$ cat src/rtl/reg_writeback_queue.sv
// reg_writeback_queue: in-order write-back buffer in front of the 32-entry
// register bank. Accepts write requests over a valid/ready handshake and
// drains them into the bank's single write port, one per cycle. Pending
// entries are forwarded to the two read ports so that readers never see
// stale bank contents.
//
// Ports:
//   CLK, RST_N            clock, synchronous active-low reset
//   WB_VALID/ADDR/DATA    producer write request
//   WB_READY              request can be accepted (queue not full)
//   HOLD                  pause draining (bank port borrowed externally)
//   REG_WRITE/AW/DIN      bank write port, driven from the queue head
//   AR1/AR2               bank read addresses, also used for forwarding
//   FWDx_HIT/FWDx_DATA    newest pending data matching ARx
//   COUNT, EMPTY          occupancy
module reg_writeback_queue #(
    parameter int unsigned DEPTH   = 4,
    parameter int unsigned AW_BITS = 5,
    parameter int unsigned DW      = 32
) (
    input  logic                       CLK,
    input  logic                       RST_N,
    input  logic                       WB_VALID,
    input  logic [AW_BITS-1:0]         WB_ADDR,
    input  logic [DW-1:0]              WB_DATA,
    output logic                       WB_READY,
    input  logic                       HOLD,
    output logic                       REG_WRITE,
    output logic [AW_BITS-1:0]         AW,
    output logic [DW-1:0]              DIN,
    input  logic [AW_BITS-1:0]         AR1,
    input  logic [AW_BITS-1:0]         AR2,
    output logic                       FWD1_HIT,
    output logic [DW-1:0]              FWD1_DATA,
    output logic                       FWD2_HIT,
    output logic [DW-1:0]              FWD2_DATA,
    output logic [$clog2(DEPTH):0]     COUNT,
    output logic                       EMPTY
);

    localparam int unsigned PTR_W = $clog2(DEPTH);
    localparam int unsigned CNT_W = PTR_W + 1;

    logic [AW_BITS-1:0] addr_q [DEPTH];
    logic [DW-1:0]      data_q [DEPTH];
    logic [DEPTH-1:0]   valid_q, valid_d;
    logic [PTR_W-1:0]   wr_ptr_q, wr_ptr_d;
    logic [PTR_W-1:0]   rd_ptr_q, rd_ptr_d;
    logic [CNT_W-1:0]   cnt_q, cnt_d;

    logic full;
    logic empty;
    logic push;
    logic pop;

    // Handshake and drain decisions; ready depends on state only.
    always_comb begin
        full  = (cnt_q == CNT_W'(DEPTH));
        empty = (cnt_q == '0);
        // Register 0 is never written: handshake completes, nothing is stored.
        push  = WB_VALID && !full && (WB_ADDR != '0);
        pop   = !empty && !HOLD;
    end

    // Next-state for pointers, occupancy and valid bits.
    always_comb begin
        wr_ptr_d = wr_ptr_q;
        rd_ptr_d = rd_ptr_q;
        cnt_d    = cnt_q;
        valid_d  = valid_q;
        if (pop) begin
            valid_d[rd_ptr_q] = 1'b0;
            rd_ptr_d          = rd_ptr_q + PTR_W'(1);
        end
        // Push slot never equals the pop slot: full blocks push, empty blocks pop.
        if (push) begin
            valid_d[wr_ptr_q] = 1'b1;
            wr_ptr_d          = wr_ptr_q + PTR_W'(1);
        end
        case ({push, pop})
            2'b10:   cnt_d = cnt_q + CNT_W'(1);
            2'b01:   cnt_d = cnt_q - CNT_W'(1);
            default: cnt_d = cnt_q;
        endcase
    end

    // Control state with synchronous reset; reset discards in-flight entries.
    always_ff @(posedge CLK) begin
        if (!RST_N) begin
            wr_ptr_q <= '0;
            rd_ptr_q <= '0;
            cnt_q    <= '0;
            valid_q  <= '0;
        end else begin
            wr_ptr_q <= wr_ptr_d;
            rd_ptr_q <= rd_ptr_d;
            cnt_q    <= cnt_d;
            valid_q  <= valid_d;
        end
    end

    // Payload storage; contents are qualified by valid_q so no reset needed.
    always_ff @(posedge CLK) begin
        if (push) begin
            addr_q[wr_ptr_q] <= WB_ADDR;
            data_q[wr_ptr_q] <= WB_DATA;
        end
    end

    // Forwarding: scan oldest to newest so the newest match overrides.
    logic [PTR_W-1:0] scan_idx;
    always_comb begin
        FWD1_HIT  = 1'b0;
        FWD1_DATA = '0;
        FWD2_HIT  = 1'b0;
        FWD2_DATA = '0;
        scan_idx  = '0;
        for (int unsigned k = 0; k < DEPTH; k++) begin
            scan_idx = rd_ptr_q + PTR_W'(k);
            if (valid_q[scan_idx]) begin
                if ((AR1 != '0) && (addr_q[scan_idx] == AR1)) begin
                    FWD1_HIT  = 1'b1;
                    FWD1_DATA = data_q[scan_idx];
                end
                if ((AR2 != '0) && (addr_q[scan_idx] == AR2)) begin
                    FWD2_HIT  = 1'b1;
                    FWD2_DATA = data_q[scan_idx];
                end
            end
        end
    end

    // Bank write port and status; head is gated to zero when empty.
    always_comb begin
        WB_READY  = !full;
        REG_WRITE = pop;
        AW        = empty ? '0 : addr_q[rd_ptr_q];
        DIN       = empty ? '0 : data_q[rd_ptr_q];
        COUNT     = cnt_q;
        EMPTY     = empty;
    end

endmodule

$ cat config.mk
export PLATFORM = sky130hd
export DESIGN_NAME = reg_writeback_queue
export DESIGN_NICKNAME = d
export VERILOG_FILES = /design/src/rtl/reg_writeback_queue.sv
export SDC_FILE = /design/constraint.sdc
export NUM_CORES = 1
export LEC_CHECK = 0
export ABC_AREA = 1
export CAP_MARGIN = 20
export CORE_MARGIN = 2
export CORE_UTILIZATION = 55
export DETAILED_ROUTE_END_ITERATION = 6
export PLACE_DENSITY_LB_ADDON = 0.1
export SYNTH_ARGS = -nofsm -noshare
export SYNTH_HDL_FRONTEND = slang
export SYNTH_SLANG_ARGS = --single-unit
$ cat constraint.sdc
create_clock -name CLK -period 6.9 [get_ports CLK]
set_input_delay 1.38 -clock CLK [delete_from_list [all_inputs] [get_ports CLK]]
set_output_delay 1.38 -clock CLK [all_outputs]
set_load 0.01 [all_outputs]
==> impl_results.md, run 1 <==
- Run status: complete, no violations
- Setup TNS: 0 ns
- Cell row count: 55
- Area of the mapped netlist: roughly 13000 um2
- Number of synthesized register bits: 161
- Core occupancy in the finished layout: 0.6510
- Cell at the root of the clock tree: clkbuf_16
- Filler cells: around 2000
- Internal power consumption: approximately 2.8 mW
- Count of synthesis-stage warnings from yosys: 0
- CTS tree: yes
- Clock slew at the register clock pins of the worst setup and hold paths: roughly 0.070 ns
- Layout area overhead: 16.18%
- Clk network pwr share: 0.159
- Setup slack of the most critical reg-to-reg path: between 4 and 5 ns
- Worst ir drop on vdd: around 0.19 mV
- Combined flip-flop and latch cell area: between 4000 and 5000 um2
- Synthesized instance count: slightly below 2000
- Number of standard cells in the final layout excluding fillers: about 2300
- Critical path fanouts, max: 77
- Fraction of synthesis flops using an asynchronous set or reset pin: 0
- Initial antenna violation count: 0
- Post-Synthesis Net Count: around 2000
- Period minus WS final: 5.995 ns
- Boundary pin count: 160
- Grt ovf: 0
- Unrepaired setup endpoints after global routing: false
- Footprint of the multi-input gates: just under 7000 um2
- Post-Synthesis Mean Instance Area: 6.512 um2
- Period utilization: 0.8688
- Area enclosed by the die boundary: ~24000 um2
- Number of DRC markers after the initial detailed-route iteration: between 1000 and 1500
- First-pass GRT wire length: 60260 um
- Via total after detailed routing: ~13000
- Diodes inserted: 0
- Relative contribution of combinational cells to total power: 0.616
- Number of buffers created by CTS: 17
- Final setup fails: 0
- Worst min-delay path class: register to register
- Worst reg2reg path depth: 5
- Antenna violation net count after detailed routing: 0
- Per-cell via count in the routed design: around 5.7
- Most frequently used flop master after synthesis: edfxtp_1
- Total power per unit cell area: 382.2 nW/um2
- Number of flops mapped to enable cells by yosys: roughly 150
- Final Hold Fails: 0
- Count of distinct cell types in the synthesized netlist: 29
- Number of sinks driven by the clock tree: between 150 and 200
- Hold buffer count at CTS: 0
- Setup CP Type: register to primary output
- Global placement routability congestion: ~0.95
- Critical path destination: FWD2_DATA[31]
- Maximum number of pins on one net before global-route repair: 122
- Number of remaining DRC errors: 0
- Sequential-to-total area share from yosys stat: 0.3708
- CP endpoint kind: primary output
- Launching element of the worst setup path: rd_ptr_q[1]$_SDFFE_PN0P_
- Worst setup SP type: register
- Switching power as a share of total power: 0.4966
- Buffers added on ports: around 160
- Count of TritonRoute iterations in the first routing pass: 7
- Remaining max-slew budget at the tightest pin: 0.3485
- Dpl hpwl: ~24000 um
- Launch point of the worst reg-to-reg path: rd_ptr_q[1]$_SDFFE_PN0P_
- Maximum achievable frequency: about 170 MHz
- Dpl cells: between 2000 and 2500
- Share of cells above drive strength 1: 0.03778
- Routed Wire Length: 38890 um
- Net Switching: 2.797 mW
- Routed wire length per instance: between 15 and 20 um
- Post-CTS Repair Setup Buffers: 0
- CTS H-Tree Depth: 4
- DIE WIDTH: 155.9 um
- Hold path startpoint: valid_q[3]$_SDFF_PN0_
- Required time of the critical path: about 5.5 ns
- Crit path DAT: roughly 4.6 ns
- Power share of the sequential group: 0.224
- Count of final max-slew check failures: 0
- Vertical die dimension: about 160 um
- Slew @ Worst Pin: 0.9772 ns
- Fin nets: roughly 2100
- Max capacitance violation total: 0
- Worst-case clock buffer depth: 2
- Final setup skew: 0.01279 ns
- Initial core utilization: 0.5603
- Clock Latency Late Sink: 0.43 ns
- GRT Util Overall: 0.3149
- CTS resizes: 0
- Area of the core: approximately 23000 um2
- Via count of the first global-routing pass: approximately 12000
- Leakage Power: 6.584 nW
[state kept, by name, indices dropped and copies added, names as in the netlist, named ones only]
signal	cells
data_q	128
addr_q	20
rd_ptr_q	2
COUNT	3
valid_q	4
wr_ptr_q	2
[cell type report]
| type | count | area share |
|---|---|---|
| multi-input cells | 1503 | 0.4562 |
| flip-flops and latches | 161 | 0.3197 |
| repair buffers | 184 | 0.1221 |
| inverters | 158 | 0.04067 |
| clock buffers | 17 | 0.02886 |
| well taps | 285 | 0.02420 |
| clock inverters | 15 | 0.008235 |
[power by group through the flow]
stage	Combinational, mW	Sequential [mW]	Clock, mW
after floorplan	2.30	1.24	0
after global placement	3.35	1.28	0
after detailed placement	3.39	1.28	0
after CTS	3.41	1.26	0.901
after global routing	3.83	1.27	0.936
final	3.47	1.26	0.897
[critical path, stage by stage, from the launching register on]
cell and delay [ns]:
dfxtp_1 0.66, inv_2 0.08, ha_1 0.53, inv_4 0.63, nand3_1 0.14, nand2_1 0.23
o21ai_0 0.11, nor2_1 0.12, nand2_1 0.11, nor2_4 0.08, buf_4 0.56, nand2_1 0.10
nand2_1 0.17, clkdlybuf4s50_1 0.56
[stage by stage]
stage | power (mW) | setup slack (ns) | hold slack, ns | cell area (um2)
2_1_floorplan | 3.537 | 2.870 | 0.4564 | 12690
3_3_place_gp | 4.629 | 1.333 | 0.4722 | 14160
3_5_place_dp | 4.673 | 1.309 | 0.4734 | 14160
4_1_cts | 5.570 | 1.028 | 0.4834 | 14710
5_1_grt | 6.039 | 0.6277 | 0.5180 | 14740
6_report | 5.633 | 0.9051 | 0.4883 | 14740
[worst min path at each step]
| stage | end | depth (start not counted) |
|---|---|---|
| 6_report | valid_q[3]$_SDFF_PN0_ | 2 |
| 5_1_grt | valid_q[2]$_SDFF_PN0_ | 2 |
| 4_1_cts | valid_q[3]$_SDFF_PN0_ | 2 |
| 3_5_place_dp | valid_q[3]$_SDFF_PN0_ | 2 |
| 3_3_place_gp | valid_q[3]$_SDFF_PN0_ | 2 |
| 2_1_floorplan | valid_q[2]$_SDFF_PN0_ | 2 |
[cells in the mapped netlist (2+ instances only)]
master / instances / share of area
clkbuf_1: 36 / 0.011
nor2_4: 2 / 0.0018
nand4_1: 2 / 0.00099
nor2_1: 399 / 0.12
buf_2: 39 / 0.015
mux2i_1: 32 / 0.025
nor3_1: 2 / 0.00079
buf_4: 30 / 0.018
or2_1: 2 / 0.00099
nor2_2: 2 / 0.00099
a21oi_1: 77 / 0.030
buf_6: 7 / 0.0062
o21ai_0: 185 / 0.073
o21ai_1: 26 / 0.010
inv_1: 152 / 0.045
xor2_1: 4 / 0.0028
nand2_1: 587 / 0.17
buf_1: 14 / 0.0041
a32oi_1: 32 / 0.022
dfxtp_1: 13 / 0.021
inv_2: 5 / 0.0015
edfxtp_1: 148 / 0.35
nand3_2: 2 / 0.0016
ha_1: 9 / 0.0089
nand3_1: 137 / 0.054
[layer usage]
layer	vias up	wire length, um	GRT usage
met5	-	0	0
met3	96	3614	0.04389
met2	677	18220	0.5213
met1	5958	15960	0.4105
li1	6474	-	-
met4	0	1098	0.1464
[kinds of logic after synthesis]
family	Yosys count	share of synthesized area
and+or+nand+nor	1137	0.3539
adders and majority gates	10	0.01045
buffers and inverters	284	0.1011
xor gates and xnor gates	4	0.002761
muxes	32	0.02525
AOI/OAI and AO/OA	320	0.1357
DFF	161	0.3708
[cell usage in the layout, fill, tap and decap left out, types with 11 or more instances in the layout]
cell type	count
clkbuf_16	17
a32oi_1	32
dfxtp_1	11
clkdlybuf4s50_1	159
mux2i_1	32
o21ai_0	185
a21oi_1	77
o21ai_1	26
nor2_1	399
nand2_1	587
edfxtp_1	148
inv_1	147
buf_4	24
nand3_1	135
Note: power is estimated with default switching activity, not from simulation.
==> run 2, diff against run 1 <==
==> constraint.sdc (replaced) <==
create_clock -name CLK -period 6.9 [get_ports CLK]
set_input_delay 1.38 -clock CLK [delete_from_list [all_inputs] [get_ports CLK]]
set_output_delay 1.38 -clock CLK [all_outputs]
set_load 0.1 [all_outputs]
==> impl_results.md, run 2 (synthesized netlist as in run 1, its figures left out) <==
- Worst ir drop on vdd: 0.4031 mV
- GRT Util Overall: 0.3253
- Final setup fails: 0
- Slew @ Worst Pin: between 1 and 1.5 ns
- Worst-case clock buffer depth: 2
- Setup TNS: 0 ns
- CTS tree: yes
- Routed Wire Length: between 30000 and 40000 um
- Share of cells above drive strength 1: 0.06886
- Number of buffers created by CTS: 17
- Largest registers ranked by flip-flop count: data_q: 128 flops, addr_q: 20 flops, valid_q: 4 flops
- Period utilization: 0.9023
- Period minus WS final: between 6 and 7 ns
- Leading cell type in the layout, fill and taps excluded: nand2_1
- Filler cells: approximately 1900
- Commonest cells after routing, fill and taps aside: nand2_1, nor2_1, o21ai_0
- Maximum number of pins on one net before global-route repair: 122
- Vertical die dimension: approximately 160 um
- DIE WIDTH: roughly 160 um
- CP endpoint kind: primary output
- Buffers added on ports: between 150 and 200
- Max capacitance violation total: 0
- Global placement routability congestion: 0.9168
- Worst Slack Setup Final: between 0.6 and 0.7 ns
- Fin nets: about 2100
- Area of all placed cells without fillers: ~15000 um2
- Via count of the first global-routing pass: around 12000
- Run status: complete, no violations
- Worst hold margin: ~0.5 ns
- Crit path DAT: between 4 and 5 ns
- Number of remaining DRC errors: 0
- Dpl hpwl: 23930 um
- Via total after detailed routing: roughly 13000
- Initial antenna violation count: 0
- Cell row count: between 50 and 60
- Area of the core: between 20000 and 25000 um2
- Worst min-delay path class: register to register
- Largest register FFs: 128
- Diodes inserted: 0
- Count of TritonRoute iterations in the first routing pass: 7
- Pre-CTS setup slack: roughly 1.2 ns
- Clock Latency Late Sink: approximately 0.44 ns
- Antenna violation net count after detailed routing: 0
- Worst setup SP type: register
- Cell area after placement: ~15000 um2
- Area enclosed by the die boundary: between 20000 and 25000 um2
- Cell at the root of the clock tree: clkbuf_16
- Largest Register: data_q
- Hold buffer count at CTS: 0
- Per-cell via count in the routed design: around 5.7
- CTS H-Tree Depth: 4
- Required time of the critical path: 5.52 ns
- Boundary pin count: 160
- First-pass GRT wire length: approximately 63000 um
- Maximum achievable frequency: between 150 and 200 MHz
- Unrepaired setup endpoints after global routing: false
- Post-CTS Repair Setup Buffers: 0
- Number of DRC markers after the initial detailed-route iteration: approximately 1500
- Initial core utilization: 0.5603
- Count of final max-slew check failures: 0
- Remaining max-slew budget at the tightest pin: 0.3203
- Leakage Power: between 6 and 7 nW
- Clock slew at the register clock pins of the worst setup and hold paths: ~0.07 ns
- Number of sinks driven by the clock tree: around 160
- Total chip power: roughly 7.7 mW
- Total power per unit cell area: ~500 nW/um2
- Final Hold Fails: 0
- Grt ovf: 0
- Critical path fanouts, max: 80
- Final setup skew: about 0.011 ns
- Routed wire length per instance: 16.93 um
- Layout area overhead: 21.30%
- Setup CP Type: register to primary output
- CTS resizes: 0
run 2: changes by cell type in the layout (fill, tap and decap cells not counted):
cell / previous run / this run
buf_12: 0 / 66
clkdlybuf4s50_1: 159 / 93
buf_4: 24 / 19
clkinv_1: 3 / 1
bufinv_16: 0 / 1
clkinv_2: 1 / 2
clkinv_4: 4 / 3
inv_6: 6 / 7
run 2: metrics by stage:
stage / util / instances
after floorplan: - / 1948
after global routing: 0.6797 / 2318
final: 0.6797 / 2318
after detailed placement: 0.6531 / 2285
after global placement: 0.6531 / 2285
after CTS: 0.6785 / 2317
run 2: layer usage:
metal | part of all wire | vias to the layer above | global-route usage
met2 | 0.47 | 715 | 0.5390
met5 | 0 | - | 0
li1 | - | 6451 | -
met3 | 0.097 | 92 | 0.04972
met1 | 0.41 | 5876 | 0.4304
met4 | 0.027 | 0 | 0.1276
run 2: worst paths after layout:
path | cells after the start | slack (ns) | end | from
max reg2reg | 9 | 4.63 | COUNT[2]$_SDFFE_PN0P_ | COUNT[2]$_SDFFE_PN0P_
min reg2reg | 2 | 0.49 | valid_q[3]$_SDFF_PN0_ | valid_q[3]$_SDFF_PN0_
max | 16 | 0.67 | FWD2_DATA[24] | rd_ptr_q[0]$_SDFFE_PN0P_
min | 2 | 0.49 | valid_q[3]$_SDFF_PN0_ | valid_q[3]$_SDFF_PN0_
run 2: critical path, stage by stage (launching register included):
cell and delay, ns:
dfxtp_4 0.35, buf_4 0.65, buf_4 0.82, nand2_1 0.20
nand3_1 0.16, nand2_1 0.12, nand2_1 0.08, nand2_1 0.07
nor2_1 0.16, nand3_2 0.64, buf_4 0.49, nor2_1 0.12
nor2_1 0.05, nand2_1 0.08, nand2_1 0.05, nand2_1 0.13
buf_12 0.19
run 2: where the power goes:
part,switching [mW],internal [mW]
Sequential,0.0981,1.18
Clock,0.434,0.510
Combinational,4.04,1.40
Total,4.58,3.08
run 2: area by class of cell:
class / count / area, um2 / area share
multi-input cells: 1503 / 6724 / 0.4369
flip-flops and latches: 161 / 4712 / 0.3062
repair buffers: 179 / 2422 / 0.1574
inverters: 158 / 599.3 / 0.03895
clock buffers: 17 / 425.4 / 0.02764
well taps: 285 / 356.6 / 0.02317
clock inverters: 15 / 148.9 / 0.009676
==> run 3, diff against run 2 <==
--- a/config.mk
+++ b/config.mk
@@ -7,7 +7,7 @@
 export LEC_CHECK = 0
 export ABC_AREA = 1
 export CAP_MARGIN = 20
-export CORE_MARGIN = 2
+export CORE_MARGIN = 3
 export CORE_UTILIZATION = 55
 export DETAILED_ROUTE_END_ITERATION = 6
 export PLACE_DENSITY_LB_ADDON = 0.1
==> impl_results.md, run 3 (synthesized netlist as in run 1, its figures left out) <==
- Grt ovf: 0
- Worst min-delay path class: register to register
- Slew @ Worst Pin: 1.118 ns
- Hold buffer count at CTS: 0
- CTS H-Tree Depth: 4
- Final setup skew: approximately 0.009 ns
- Internal power consumption: slightly above 3 mW
- Number of sinks driven by the clock tree: roughly 160
- Antenna violation net count after detailed routing: 0
- Remaining max-slew budget at the tightest pin: 0.2537
- Clock Latency Late Sink: approximately 0.44 ns
- Largest Register: data_q
- Vertical die dimension: 157.9 um
- GRT Util Overall: 0.3100
- Max capacitance violation total: 0
- Clock slew at the register clock pins of the worst setup and hold paths: approximately 0.07 ns
- Dpl hpwl: between 20000 and 25000 um
- Worst Slack Setup Final: ~0.95 ns
- Buffers added on ports: ~160
- Switching power as a share of total power: 0.5955
- Power share of the sequential group: 0.167
- Worst-case clock buffer depth: 2
- Count of final max-slew check failures: 0
- Unrepaired setup endpoints after global routing: false
- Period minus WS final: 5.946 ns
- Fin nets: roughly 2100
- Routed Wire Length: between 30000 and 40000 um
- Routed wire length per instance: ~17 um
- Run status: complete, no violations
- Area of the core: about 22000 um2
- Final setup fails: 0
- Boundary pin count: 160
- Maximum number of pins on one net before global-route repair: roughly 120
- Number of DRC markers after the initial detailed-route iteration: between 1000 and 1500
- Area enclosed by the die boundary: ~25000 um2
- Initial antenna violation count: 2
- CTS tree: yes
- Per-cell via count in the routed design: 5.817
- Largest registers ranked by flip-flop count: data_q: 128 flops, addr_q: 20 flops, valid_q: 4 flops
- Layout area overhead: 21.61%
- Final Hold Fails: 0
- DIE WIDTH: around 160 um
- Number of buffers created by CTS: 17
- Setup TNS: 0 ns
- Cell row count: 54
- Count of TritonRoute iterations in the first routing pass: 5
- Worst ir drop on vdd: 0.3742 mV
- CP endpoint kind: primary output
- Worst setup SP type: register
- CTS resizes: 0
- Leading cell type in the layout, fill and taps excluded: nand2_1
- Period utilization: 0.8617
- Setup CP Type: register to primary output
- First-pass GRT wire length: 61970 um
- Global placement routability congestion: ~0.91
- Leakage Power: 6.890 nW
- Via count of the first global-routing pass: about 12000
- Largest register FFs: between 100 and 150
- Crit path DAT: 4.57 ns
- Worst hold margin: approximately 0.50 ns
- Clk network pwr share: 0.121
- Relative contribution of combinational cells to total power: 0.713
- Filler cells: roughly 1800
- Number of remaining DRC errors: 0
- Initial core utilization: 0.5707
- Net Switching: around 4.6 mW
- Share of cells above drive strength 1: 0.06886
- Critical path fanouts, max: 45
- Via total after detailed routing: 13460
- Commonest cells after routing, fill and taps aside: nand2_1, nor2_1, o21ai_0
- Pre-CTS setup slack: 1.198 ns
- Required time of the critical path: between 5 and 6 ns
- Maximum achievable frequency: ~170 MHz
- Total power per unit cell area: 497.6 nW/um2
- Post-CTS Repair Setup Buffers: 0
- Cell at the root of the clock tree: clkbuf_16
run 3: changes by cell type in the layout (fill, tap and decap cells not counted):
cell,before,now
clkbuf_8,0,2
buf_12,66,69
clkbuf_1,0,1
buf_4,19,16
diode_2,0,1
inv_6,7,6
inv_8,2,0
clkinv_2,2,1
clkinv_4,3,2
clkinv_1,1,0
clkinvlp_4,0,3
run 3: critical path, stage by stage (launching register included):
cell and delay (ns):
dfxtp_1 0.64, inv_2 0.09, ha_1 0.65, inv_4 0.30, nand3_1 0.24, nand2_1 0.12
nand2_1 0.09, nand2_1 0.05, nor2_1 0.11, nand3_2 0.71, buf_4 0.49, nor2_1 0.11
nor2_1 0.05, nand2_1 0.08, nand2_1 0.05, nand2_1 0.13, buf_12 0.19
run 3: final cells by class:
cell class	instances	area, um2	area share
Tap cell	280	350.3	0.02271
Timing Repair Buffer	179	2460	0.1594
Clock buffer	20	456.7	0.02960
Sequential cell	161	4712	0.3054
Antenna cell	1	2.502	0.0001622
Multi-Input combinational cell	1503	6724	0.4358
Clock inverter	12	122.6	0.007948
Inverter	158	599.3	0.03885
run 3: stage by stage:
| stage | power (mW) | std cells | instance area (um2) | util |
|---|---|---|---|---|
| after global routing | 8.118 | 2314 | 15430 | 0.6940 |
| after detailed placement | 6.671 | 2278 | 14780 | 0.6648 |
| final | 7.677 | 2314 | 15430 | 0.6940 |
| after CTS | 7.600 | 2310 | 15360 | 0.6909 |
| after global placement | 6.605 | 2278 | 14780 | 0.6648 |
| after floorplan | 5.273 | 1948 | 12690 | - |
run 3: power by group through the flow:
stage,Sequential (mW),Clock [mW],Combinational (mW)
6_report,1.28,0.927,5.47
5_1_grt,1.29,0.974,5.85
4_1_cts,1.28,0.933,5.39
3_5_place_dp,1.30,0,5.38
3_3_place_gp,1.29,0,5.31
2_1_floorplan,1.28,0,4.00
run 3: routing by layer:
metal | vias up | GRT usage | wire, um
met1 | 6116 | 0.4230 | 16100
met3 | 91 | 0.04811 | 4112
li1 | 6462 | - | -
met2 | 789 | 0.4991 | 18060
met4 | 2 | 0.1207 | 952
met5 | - | 0 | 7
run 3: worst paths after layout:
check	start	to	slack [ns]	cells after the start
hold / removal	valid_q[0]$_SDFF_PN0_	valid_q[0]$_SDFF_PN0_	0.50	2
setup reg to reg	rd_ptr_q[1]$_SDFFE_PN0P_	rd_ptr_q[1]$_SDFFE_PN0P_	4.10	5
setup / recovery	rd_ptr_q[1]$_SDFFE_PN0P_	FWD1_DATA[21]	0.95	16
hold reg to reg	valid_q[0]$_SDFF_PN0_	valid_q[0]$_SDFF_PN0_	0.50	2
==> RTL change, RTL diff (settings of run 3) <==
`DW`: 32 -> 48.
--- a/src/rtl/reg_writeback_queue.sv
+++ b/src/rtl/reg_writeback_queue.sv
@@ -16,7 +16,7 @@
 module reg_writeback_queue #(
     parameter int unsigned DEPTH   = 4,
     parameter int unsigned AW_BITS = 5,
-    parameter int unsigned DW      = 32
+    parameter int unsigned DW      = 48
 ) (
     input  logic                       CLK,
     input  logic                       RST_N,
Ports: changed (resized DIN, FWD1_DATA, FWD2_DATA and WB_DATA); port bits go from 160 to 224. The function was not compared with the original's and may differ.
==> RTL change against run 3 <==
  * Power up 42%
  * Clock power up 46%
  * Routed wire length rose by 50%
  * Synthesized area rose by 38%
  * Sequential cell count up 64
  * Setup slack got worse by 270 ps
  * Sequential share of layout area is 0.15 points higher
  * Final area increased by 40%
  * Critical path type unchanged
  * Highest routed layer unchanged
==> RTL change: results <==
set metrics [dict create \
    synth_compound_area_share_pct 14.2 \
    synth_common_cells "nand2_1, nor2_1, o21ai_0" \
    critPathMaxStageDelay_ps 690 \
    detailed_place_hpwl_mm 36.5 \
    fin_skew_ps 29.1 \
    antenna_found_initial 3 \
    syn_area_per_cell_sq_um 6.48 \
    clk_path_buf_depth 3 \
    grt_pass1_vias 18100 \
    reg.largest.list "data_q (192), addr_q (20), valid_q (4)" \
    instances_no_fill 3221 \
    synth_edf_count 212 \
    synthAdderAreaFrac_pct 0.755 \
    cp_slowest_cell "nand3_4" \
    drive_gt1_share_pct 6.66 \
    status "finished clean" \
    cts_made_buffers 25 \
    arrival_ps 4830 \
    insertion_delay_ps 550 \
    drt_pass1_iterations 6 \
    path_max_fanout 97 \
    p_int_uw 4410 \
    grt_pass1_wl_mm 92.5 \
    synth-xor-area-share_pct 0.199 \
    htree_levels 1 \
    fin_nets 2881 \
    ys_seq_area_share_pct 37.7 \
    wl_per_cell_um 18.3 \
    track_usage_pct 33.7 \
    placed_area_sq_um 20700 \
]
## RTL change: cell types whose count changed after synthesis, sizes merged
| cell | run 3 | this run |
|---|---|---|
| a32oi | 32 | 48 |
| clkbuf | 36 | 85 |
| edfxtp | 148 | 212 |
| nand3 | 139 | 171 |
| nand2 | 588 | 796 |
| o21ai | 211 | 307 |
| inv | 158 | 222 |
| buf | 90 | 102 |
| mux2i | 32 | 48 |
| a21oi | 77 | 109 |
| nor2 | 403 | 579 |
## RTL change: layer usage
layer / up-vias / track usage (%) / share of wire [%]
met1: 8534 / 42.6 / 38
met3: 205 / 5.37 / 10
met2: 1160 / 57.0 / 47
met4: 2 / 15.1 / 4.1
met5: - / 0 / 0.022
li1: 8968 / - / -
## RTL change: worst paths after layout
check                   start             to  slack (ps)  depth (start not counted)
setup reg to reg  rd_ptr_q[1]       register        3760                          5
hold / removal     valid_q[2]     valid_q[2]         490                          2
setup / recovery  rd_ptr_q[1]  FWD2_DATA[15]         690                         15
hold reg to reg    valid_q[2]     valid_q[2]         490                          2
## RTL change: power by group through the flow
stage	sequential (uW)	combinational, uW	clock, uW
after global routing	1780	8240	1420
after detailed placement	1800	7630	0
after CTS	1770	7660	1360
final	1770	7750	1350
after global placement	1790	7550	0
after floorplan	1770	5560	0
## RTL change: cell type report
| cell class | count | area (sq um) | share of cell area (%) |
|---|---|---|---|
| Clock buffer | 34 | 689 | 3.19 |
| Clock inverter | 12 | 145 | 0.672 |
| Inverter | 222 | 843 | 3.90 |
| Sequential cell | 225 | 6630 | 30.7 |
| Timing Repair Buffer | 251 | 3510 | 16.2 |
| Multi-Input combinational cell | 2079 | 9290 | 43.0 |
| Antenna cell | 2 | 5.00 | 0.0232 |
| Tap cell | 396 | 495 | 2.29 |
